### src/rtl/seq_scan_scheduler.sv
`timescale 1ns/1ps
`default_nettype none
// +---------------------------------------------------------------------------+
// | seq_scan_scheduler : 4-way round-robin front end sharing one serial       |
// | Moore "1001" (non-overlapping) detector across requesters.                |
// | Revision: 1.0                                                             |
// +---------------------------------------------------------------------------+
module seq_scan_scheduler #(
  parameter int DW = 8,
  parameter int CW = 4
) (
  input  logic            clk,
  input  logic            rst,
  input  logic [3:0]      req,
  input  logic [4*DW-1:0] req_data,
  output logic [3:0]      gnt,
  output logic            busy,
  output logic            done,
  output logic [1:0]      done_id,
  output logic [CW-1:0]   match_cnt,
  output logic            hit
);

  localparam int BW = $clog2(DW);
  localparam logic [CW-1:0] CNT_MAX = {CW{1'b1}};

  typedef enum logic [1:0] {S_IDLE, S_SHIFT, S_DONE} state_t;
  typedef enum logic [2:0] {D_A, D_B, D_C, D_D, D_E} det_t;

  state_t          state_q, state_d;
  det_t            det_q, det_d;
  logic [DW-1:0]   sr_q, sr_d;
  logic [BW-1:0]   bitcnt_q, bitcnt_d;
  logic [CW-1:0]   cnt_q, cnt_d;
  logic [1:0]      ptr_q, ptr_d;
  logic [3:0]      gnt_q, gnt_d;
  logic            busy_q, busy_d;
  logic            done_q, done_d;
  logic [1:0]      done_id_q, done_id_d;
  logic [CW-1:0]   match_cnt_q, match_cnt_d;
  logic            hit_q, hit_d;

  logic            sel_found;
  logic [1:0]      sel_idx;
  logic [1:0]      cand;
  det_t            det_nx;
  logic [CW-1:0]   cnt_nx;

  function automatic det_t det_next(input det_t s, input logic b);
    case (s)
      D_A:     det_next = b ? D_B : D_A;
      D_B:     det_next = b ? D_B : D_C;
      D_C:     det_next = b ? D_B : D_D;
      D_D:     det_next = b ? D_E : D_A;
      D_E:     det_next = b ? D_B : D_A;
      default: det_next = D_A;
    endcase
  endfunction

  always_comb begin
    // Round-robin search starts just after the last granted requester.
    sel_found = 1'b0;
    sel_idx   = ptr_q;
    cand      = ptr_q;
    for (int k = 1; k <= 4; k++) begin
      cand = ptr_q + 2'(k);
      if (!sel_found && req[cand]) begin
        sel_found = 1'b1;
        sel_idx   = cand;
      end
    end

    det_nx = det_next(det_q, sr_q[DW-1]);
    cnt_nx = ((det_nx == D_E) && (cnt_q != CNT_MAX)) ? cnt_q + 1'b1 : cnt_q;

    state_d     = state_q;
    det_d       = det_q;
    sr_d        = sr_q;
    bitcnt_d    = bitcnt_q;
    cnt_d       = cnt_q;
    ptr_d       = ptr_q;
    gnt_d       = 4'b0000;
    busy_d      = busy_q;
    done_d      = 1'b0;
    done_id_d   = done_id_q;
    match_cnt_d = match_cnt_q;
    hit_d       = hit_q;

    case (state_q)
      S_IDLE: begin
        if (sel_found) begin
          sr_d     = req_data[sel_idx*DW +: DW];
          ptr_d    = sel_idx;
          gnt_d    = 4'b0001 << sel_idx;
          det_d    = D_A;
          cnt_d    = '0;
          bitcnt_d = BW'(DW - 1);
          busy_d   = 1'b1;
          state_d  = S_SHIFT;
        end
      end
      S_SHIFT: begin
        sr_d     = sr_q << 1;
        det_d    = det_nx;
        cnt_d    = cnt_nx;
        bitcnt_d = bitcnt_q - 1'b1;
        if (bitcnt_q == '0) begin
          // Result uses cnt_nx so a match completed by the last bit is counted.
          done_d      = 1'b1;
          done_id_d   = ptr_q;
          match_cnt_d = cnt_nx;
          hit_d       = |cnt_nx;
          state_d     = S_DONE;
        end
      end
      S_DONE: begin
        busy_d  = 1'b0;
        state_d = S_IDLE;
      end
      default: begin
        busy_d  = 1'b0;
        state_d = S_IDLE;
      end
    endcase
  end

  always_ff @(posedge clk or negedge rst) begin
    if (!rst) begin
      state_q     <= S_IDLE;
      det_q       <= D_A;
      sr_q        <= '0;
      bitcnt_q    <= '0;
      cnt_q       <= '0;
      ptr_q       <= 2'd3;
      gnt_q       <= 4'b0000;
      busy_q      <= 1'b0;
      done_q      <= 1'b0;
      done_id_q   <= 2'd0;
      match_cnt_q <= '0;
      hit_q       <= 1'b0;
    end else begin
      state_q     <= state_d;
      det_q       <= det_d;
      sr_q        <= sr_d;
      bitcnt_q    <= bitcnt_d;
      cnt_q       <= cnt_d;
      ptr_q       <= ptr_d;
      gnt_q       <= gnt_d;
      busy_q      <= busy_d;
      done_q      <= done_d;
      done_id_q   <= done_id_d;
      match_cnt_q <= match_cnt_d;
      hit_q       <= hit_d;
    end
  end

  assign gnt       = gnt_q;
  assign busy      = busy_q;
  assign done      = done_q;
  assign done_id   = done_id_q;
  assign match_cnt = match_cnt_q;
  assign hit       = hit_q;

endmodule
`default_nettype wire

### config.mk
export PLATFORM = sky130hd
export DESIGN_NAME = seq_scan_scheduler
export DESIGN_NICKNAME = d
export VERILOG_FILES = /design/src/rtl/seq_scan_scheduler.sv
export SDC_FILE = /design/constraint.sdc
export NUM_CORES = 1
export LEC_CHECK = 0
export BUFFER_PORTS_ARGS = -buffer_cell sky130_fd_sc_hd__buf_2
export CAP_MARGIN = 25
export CORE_AREA = 2 2 70 59
export CTS_CLUSTER_SIZE = 8
export DETAILED_ROUTE_END_ITERATION = 8
export DIE_AREA = 0 0 72 61
export GPL_TIMING_DRIVEN = 0
export HOLD_SLACK_MARGIN = 0.06
export PLACE_DENSITY = 0.84
export SETUP_SLACK_MARGIN = 0.05
export SYNTH_ARGS = -nofsm -noshare
export SYNTH_HDL_FRONTEND = slang
export SYNTH_SLANG_ARGS = --single-unit
export TNS_END_PERCENT = 1
### constraint.sdc
create_clock -name clk -period 2 [get_ports clk]
set_input_delay 0.2 -clock clk [delete_from_list [all_inputs] [get_ports clk]]
set_output_delay 0.2 -clock clk [all_outputs]
set_load 0.1 [all_outputs]
==> summary.txt, run 1 <==
Status
  • Outcome: complete, no violations

Worst hold path
  • Hold WC Path Type: input pin to register
  • Hold Crit Depth: 3
  • Hold path startpoint: req_data[27]
  • Hold Path Sink: sr_q[3]

STA
  • Setup TNS Final: 0 ps
  • Setup-violating endpoint count in the final report: 0
  • Worst slew margin: approximately half
  • Setup repair after global routing missed its margin: no
  • Skew final: roughly 6.6 ps
  • Tmin final: 1830 ps
  • Highest clock rate: 547 MHz
  • Worst-margin pin slew: about 740 ps
  • Final WS setup: about 170 ps
  • Hold Vio Cnt, Final: 0
  • Fin crit share: 91.4%
  • Final Max Slew Viols: 0

Clocking
  • Root Driver: clkbuf_8
  • H-Tree Depth: 2
  • Setup Fix Bufs, Post-CTS: 0
  • CTS tree: built
  • Clock sink count: 35
  • Clock buffer depth: 2
  • Clock slew at reported path FFs: 70 ps
  • Worst skew pair latency: slightly below 300 ps
  • CTS Buf Count: 5

Worst setup path
  • Cell family with most CP delay: flip-flops
  • Slowest stage delay, CP: between 500 and 600 ps
  • CP max-delay cell: dfstp_2
  • R2R Path End: sr_q[2]
  • R2R Path Start: ptr_q[0]
  • Arrival time at the worst endpoint: between 1500 and 2000 ps
  • Critical Path Fanout Max: 10
  • Buf/Inv on CP: 1
  • R2R depth: 6
  • Crit end category: register
  • Crit start category: register
  • Reg-to-reg slack, setup: 170 ps
  • WP data required: 2160 ps
  • Worst path depth: 6
  • WS Path Type: register to register
  • Crit-path cells: nand2b_2 > o21ai_2 > a221oi_4 > buf_6 > mux2i_1 > o221ai_2

Finish
  • Nets: approximately 280
  • Antenna diodes: 0
  • Share of cells above drive strength 1: about a third
  • Area growth from synthesis to final layout: 23.8%
  • Fill count: around 320

Global route
  • Overall Global Routing Usage: between 15 and 20%
  • Largest net degree at the start of global routing: 36
  • Number of global-route vias before repair: 1450
  • Initial antenna violation count: 0
  • Gr ovfl total: 0
  • First-pass GRT wire length: 6.56 mm

Floorplanning
  • IO Count: 51
  • Die Area: between 4000 and 5000 sq um
  • Std cell rows: 20
  • Die height: 61 um
  • Chip width: roughly 72 um
  • Starting Density: slightly above 50%
  • Core area: roughly 3700 sq um

Place
  • DP Wirelength: approximately 3 mm
  • Pre-CTS setup slack: about 160 ps
  • Routability cong.: around 0.76
  • Buffers on Ports: 50

Logic synthesis
  • #FFs+latches synth: 35
  • Post-synthesis cell count: roughly 180
  • Ys flop type: dfrtp_1
  • Syn nets: 220
  • Seq/Total Area, Yosys: around 47%
  • Area share of the largest cell type after synthesis: 44.2%
  • Syn. warnings: 0
  • Post-Syn Area: 1870 sq um
  • EDFF count, synth: 0
  • Dominant cell type by area after synthesis: dfrtp_1
  • Area contributors post-synth: dfrtp_1 44%, mux2i_1 9.7%, o221ai_2 6.4%
  • Mapped Avg Cell Area: ~10 sq um
  • Yosys cell types: between 40 and 50
  • Ys async rst share: 100%

Pwr
  • Sw Ratio: between 40% and 50%
  • Comb power frac: between 50% and 60%
  • Sw Pwr: roughly 1.7 mW
  • Pleak: around 1.2 nW
  • Clock power frac: 18.0%
  • Sequential power share: between 30% and 40%
  • Internal power: between 1.5 and 2 mW
  • Power Dens Cells: around 1600 nW/um^2
  • Peak supply drop: around 0.00063 V

Flow run
  • Max Cap Viol: 0

Detailed routing
  • Antenna viol nets, final: 0
  • Post-DR wirelength/cell: between 10 and 15 um
  • Final WL: about 4 mm
  • DRC: 0
  • Initial DRC count: 75
  • DR vias: between 1500 and 2000
  • Drt via density: about 5.5
  • Initial DRT Pass Iterations: 4
## worst reg2reg max path: stages (launching register included)
cell and delay [ps]:
dfstp_2 590, nand2b_2 150, o21ai_2 70, a221oi_4 280, buf_6 220, mux2i_1 270, o221ai_2 120
## power groups by stage
stage | registers [mW] | clock network (mW) | logic [mW]
floorplan | 1.64 | 0 | 0.977
global placement | 1.12 | 0 | 1.81
detailed placement | 1.14 | 0 | 1.85
CTS | 1.13 | 0.664 | 1.86
global route | 1.17 | 0.699 | 2.03
finish | 1.13 | 0.659 | 1.86
## sequential cells by signal, summed over array words and instances, names as in the netlist, 2 cells and up
| register | cells |
|---|---|
| ptr_q | 2 |
| gnt | 4 |
| bitcnt_q | 3 |
| done_id | 2 |
| state_q | 2 |
| sr_q | 8 |
| det_q | 3 |
| cnt_q | 4 |
| match_cnt | 4 |
## cell usage after synthesis, types with 2 or more instances
library cell and instances:
clkbuf_1 2, o21ai_0 3, o21a_1 4, o21ai_1 7, dfrtp_1 33, buf_6 2
nor2_1 15, nand2_1 21, a22oi_1 8, buf_2 4, nand2b_1 5, dfstp_2 2
xnor2_1 2, mux2i_1 18, ha_1 3, o221ai_2 8, a31oi_1 2, nand3_1 2
a21oi_1 7, inv_1 9
## worst max path at each step
| stage | from | endpoint | slack (ps) |
|---|---|---|---|
| floorplan | ptr_q[0] | sr_q[2] | 330 |
| global route | ptr_q[0] | sr_q[6] | 80 |
| detailed placement | ptr_q[0] | sr_q[5] | 160 |
| global placement | ptr_q[0] | sr_q[2] | 170 |
| finish | ptr_q[0] | sr_q[2] | 170 |
| CTS | ptr_q[0] | sr_q[2] | 150 |
## placed cells by master, fill, tap and decap left out, types with 4 or more instances in the layout
cell type / n
buf_2: 54
dfrtp_1: 33
nand2_1: 21
mux2i_1: 18
nor2_1: 15
inv_1: 9
a22oi_1: 8
o221ai_2: 8
a21oi_1: 7
o21ai_1: 7
clkbuf_8: 6
nand2b_1: 5
o21a_1: 4
## per-stage QoR
stage / area (sq um) / hold WS [ps] / power (mW) / std cells / util [%]
after floorplan: 1870 / -95.6 / 2.62 / 179 / -
after detailed placement: 2170 / 316 / 2.98 / 273 / 59.0
final: 2310 / 225 / 3.66 / 282 / 62.8
after CTS: 2300 / 228 / 3.65 / 282 / 62.5
after global routing: 2310 / 248 / 3.89 / 282 / 62.8
after global placement: 2170 / 314 / 2.93 / 273 / 59.0
## kinds of logic after synthesis
family | Yosys count | synth area share, %
AOI/OAI and AO/OA | 50 | 21.9
adders and majority gates | 3 | 2.01
xor gates and xnor gates | 2 | 0.939
buffers and inverters | 18 | 4.69
DFF | 35 | 47.1
muxes | 18 | 9.65
and+or+nand+nor | 53 | 13.8
## routing by layer
| metal | GRT usage, % | up-vias | wire (um) | part of all wire, % |
|---|---|---|---|---|
| met2 | 32.1 | 48 | 1920 | 49 |
| met3 | 4.98 | 11 | 209 | 5.3 |
| met5 | 0 | - | 0 | 0 |
| li1 | - | 759 | - | - |
| met1 | 25.3 | 742 | 1710 | 44 |
| met4 | 9.70 | 0 | 87 | 2.2 |
## timing repair
action / in CTS / in global routing
gates resized for setup: 0 / 1
setup endpoints to repair: 0 / 3
hold buffers: 1 / 0
hold endpoints to repair: 33 / 0
## final cells by class
class	instances	area (sq um)	area share, %
inverters	10	37.5	1.62
repair buffers	51	260	11.3
multi-input cells	126	912	39.5
flip-flops and latches	35	878	38.0
clock inverters	2	35.0	1.52
clock buffers	6	82.6	3.57
well taps	44	55.1	2.38
plain buffers	8	50.0	2.17
Power figures use the tool's default switching activity.
==> run 2: changes to the inputs <==
--- a/config.mk
+++ b/config.mk
@@ -5,12 +5,13 @@
 export SDC_FILE = /design/constraint.sdc
 export NUM_CORES = 1
 export LEC_CHECK = 0
+export ABC_AREA = 1
 export BUFFER_PORTS_ARGS = -buffer_cell sky130_fd_sc_hd__buf_2
 export CAP_MARGIN = 25
-export CORE_AREA = 2 2 70 59
+export CORE_AREA = 2 2 75 63
 export CTS_CLUSTER_SIZE = 8
 export DETAILED_ROUTE_END_ITERATION = 8
-export DIE_AREA = 0 0 72 61
+export DIE_AREA = 0 0 77 65
 export GPL_TIMING_DRIVEN = 0
 export HOLD_SLACK_MARGIN = 0.06
 export PLACE_DENSITY = 0.84
==> summary.txt, run 2 <==
Status
  • Outcome: complete, no violations

Logic synthesis
  • Syn. warnings: 0 (unchanged)
  • Area share of the largest cell type after synthesis: 37.4% (-6.8 points)
  • Ys flop type: dfrtp_1
  • Dominant cell type by area after synthesis: dfrtp_1
  • Syn nets: 341 (+55%)
  • Yosys cell types: 31 (-26%)
  • Post-Syn Area: 2210 sq um (+18%)
  • Top-count cell post-synth: nand2_1
  • Synth top cells by count: 108 x nand2_1, 33 x dfrtp_1, 32 x inv_1, 32 x nand3_1, 18 x o21ai_0
  • Mapped Avg Cell Area: 7.35 sq um (-29%)
  • Seq/Total Area, Yosys: 39.8% (-7.2 points)
  • Ys async rst share: 100% (unchanged)
  • EDFF count, synth: 0 (unchanged)
  • Post-synthesis cell count: 300 (+68%)
  • Area contributors post-synth: dfrtp_1 37%, nand2_1 18%, nand3_1 7.3%
  • #FFs+latches synth: 35 (unchanged)

Floorplanning
  • Std cell rows: 22 (+10%)
  • Starting Density: 50.7% (about the same)
  • Core area: 4350 sq um (+18%)
  • Chip width: 77 um (+6.9%)
  • Die height: 65 um (+6.6%)
  • Die Area: 5010 sq um (+14%)
  • IO Count: 51 (unchanged)

Worst setup path
  • WS Path Type: register to register
  • Critical Path Fanout Max: 8 (-2)
  • Buf/Inv on CP: 2 (+1)
  • Slowest stage delay, CP: 570 ps (-20 ps)
  • Crit start category: register
  • Crit end category: register
  • WP data required: 2190 ps (+30 ps)
  • Arrival time at the worst endpoint: 2150 ps (+170 ps)
  • Cell family with most CP delay: simple AND/OR/NAND/NOR gates
  • CP max-delay cell: dfstp_2
  • Crit-path cells: buf_6 > nand2_1 > nand2_4 > nand2_2 > nand2_4 > nand2_4 > nor2_4 > nand2_4 > inv_4 > nor2_8 > nand2_2 > nand2_1 > nand2_1 > nand2_1

Clocking
  • H-Tree Depth: 2 (unchanged)
  • Worst skew pair latency: 290 ps (about the same)
  • Clock buffer depth: 2 (unchanged)
  • Clock sink count: 35 (unchanged)
  • Root Driver: clkbuf_8
  • CTS tree: built
  • CTS Buf Count: 5 (unchanged)
  • Clock slew at reported path FFs: 70 ps (about the same)

Finish
  • Area growth from synthesis to final layout: 30.9%
  • Most common cell after layout, fill and taps aside: nand2_1
  • Max reg flops: 8 (unchanged)
  • Most flops, register: sr_q
  • Highest-count cells in the layout ignoring fill and taps: 101 x nand2_1, 50 x buf_2, 33 x dfrtp_1
  • Share of cells above drive strength 1: 32.9% (-0.73 points)
  • Antenna diodes: 0 (unchanged)
  • Nets: 414 (+49%)

Place
  • DP Wirelength: 3.51 mm (+20%)
  • Routability cong.: 0.850 (+12%)
  • Buffers on Ports: 50 (unchanged)

Global route
  • Number of global-route vias before repair: 1920 (+32%)
  • Overall Global Routing Usage: 20.8% (+0.98 points)
  • Gr ovfl total: 0 (unchanged)
  • Largest net degree at the start of global routing: 36 (unchanged)
  • Initial antenna violation count: 0 (unchanged)
  • First-pass GRT wire length: 8.28 mm (+26%)

Detailed routing
  • Initial DRC count: 195 (+160%)
  • Post-DR wirelength/cell: 12.1 um (-13%)
  • Antenna viol nets, final: 0 (unchanged)
  • Final WL: 5.27 mm (+34%)
  • DRC: 0 (unchanged)
  • Drt via density: 5.13 (-7.3%)
  • DR vias: 2225 (+43%)
  • Initial DRT Pass Iterations: 5 (+1)

STA
  • Worst hold slack: 220 ps (-5.92 ps)
  • Final Max Slew Viols: 0 (unchanged)
  • Skew final: 4.78 ps (-1.80 ps)
  • Hold Vio Cnt, Final: 0 (unchanged)
  • Fin crit share: 98.2% (+6.8 points)
  • Setup-violating endpoint count in the final report: 0 (unchanged)
  • Worst-margin pin slew: 747 ps (+5.18 ps)
  • Setup repair after global routing missed its margin: yes
  • Highest clock rate: 509 MHz (-6.9%)
  • Tmin final: 1960 ps (+135 ps)
  • Worst slew margin: 50.2% (-0.35 points)

Worst hold path
  • Hold WC Path Type: input pin to register

Flow run
  • Max Cap Viol: 0 (unchanged)
[run 2: changes by cell type after synthesis, sizes merged, moves of 8 or more]
cell    before  now
nand2       21  128
nand3        2   33
inv         10   38
mux2i       18    0
o21ai       11   21
o221ai       8    0
[run 2: timing repair]
item,4_1_cts,5_1_grt
hold buffers,1,0
endpoints found under the setup margin,8,24
resized for setup,2,23
buffers inserted,2,12
endpoints found under the hold margin,33,0
pin swaps,1,9
gates cloned,0,1
[run 2: logic make-up after synthesis]
group | count (synthesis) | share of synthesized area (%)
buffers and inverters | 45 | 9.13
and+or+nand+nor | 181 | 39.9
AOI/OAI and AO/OA | 33 | 8.22
adders and majority gates | 3 | 1.70
xor gates and xnor gates | 3 | 1.19
DFF | 35 | 39.8
[run 2: through the flow]
stage	cells	utilization (%)	setup slack [ps]	instance area (sq um)	setup TNS [ps]
2_1_floorplan	300	-	225	2210	0
3_3_place_gp	410	58.2	77.2	2530	0
3_5_place_dp	410	58.2	36.9	2530	0
4_1_cts	421	61.3	34.6	2670	0
5_1_grt	434	66.4	-83.2	2890	-471
6_report	434	66.4	36.5	2890	0
[run 2: final timing paths]
kind / startpoint / to / slack, ps / cells after the start
max in group asynchronous: rst / cnt_q[2] / 1010 / 2
hold reg to reg: match_cnt[2] / match_cnt[2] / 480 / 2
setup reg to reg: ptr_q[0] / sr_q[2] / 40 / 14
min in group asynchronous: rst / state_q[1] / 510 / 2
hold / removal: req_data[5] / sr_q[5] / 220 / 5
setup / recovery: ptr_q[0] / sr_q[2] / 40 / 14
[run 2: cell type report]
type,instances,area (sq um)
multi-input cells,220,1220
well taps,60,75.1
inverters,39,151
repair buffers,66,403
flip-flops and latches,35,878
clock buffers,8,100
fillers,367,1460
plain buffers,6,60.1
[run 2: metal layers]
metal,track usage [%],routed length (um),vias to the layer above
met5,0,0,-
li1,-,-,1101
met3,4.18,325,15
met2,35.9,2500,109
met4,8.48,114,0
met1,25.9,2330,1000
[run 2: tightest hold or removal path, cell delays in order]
cell and delay (ps):
buf_2 80, nand2_1 40, nand2_1 50, nand2_1 50
nand3_1 60
Power of run 2 is not shown: default switching activity piles up to over one toggle a cycle in this logic, so the estimate is an artifact.
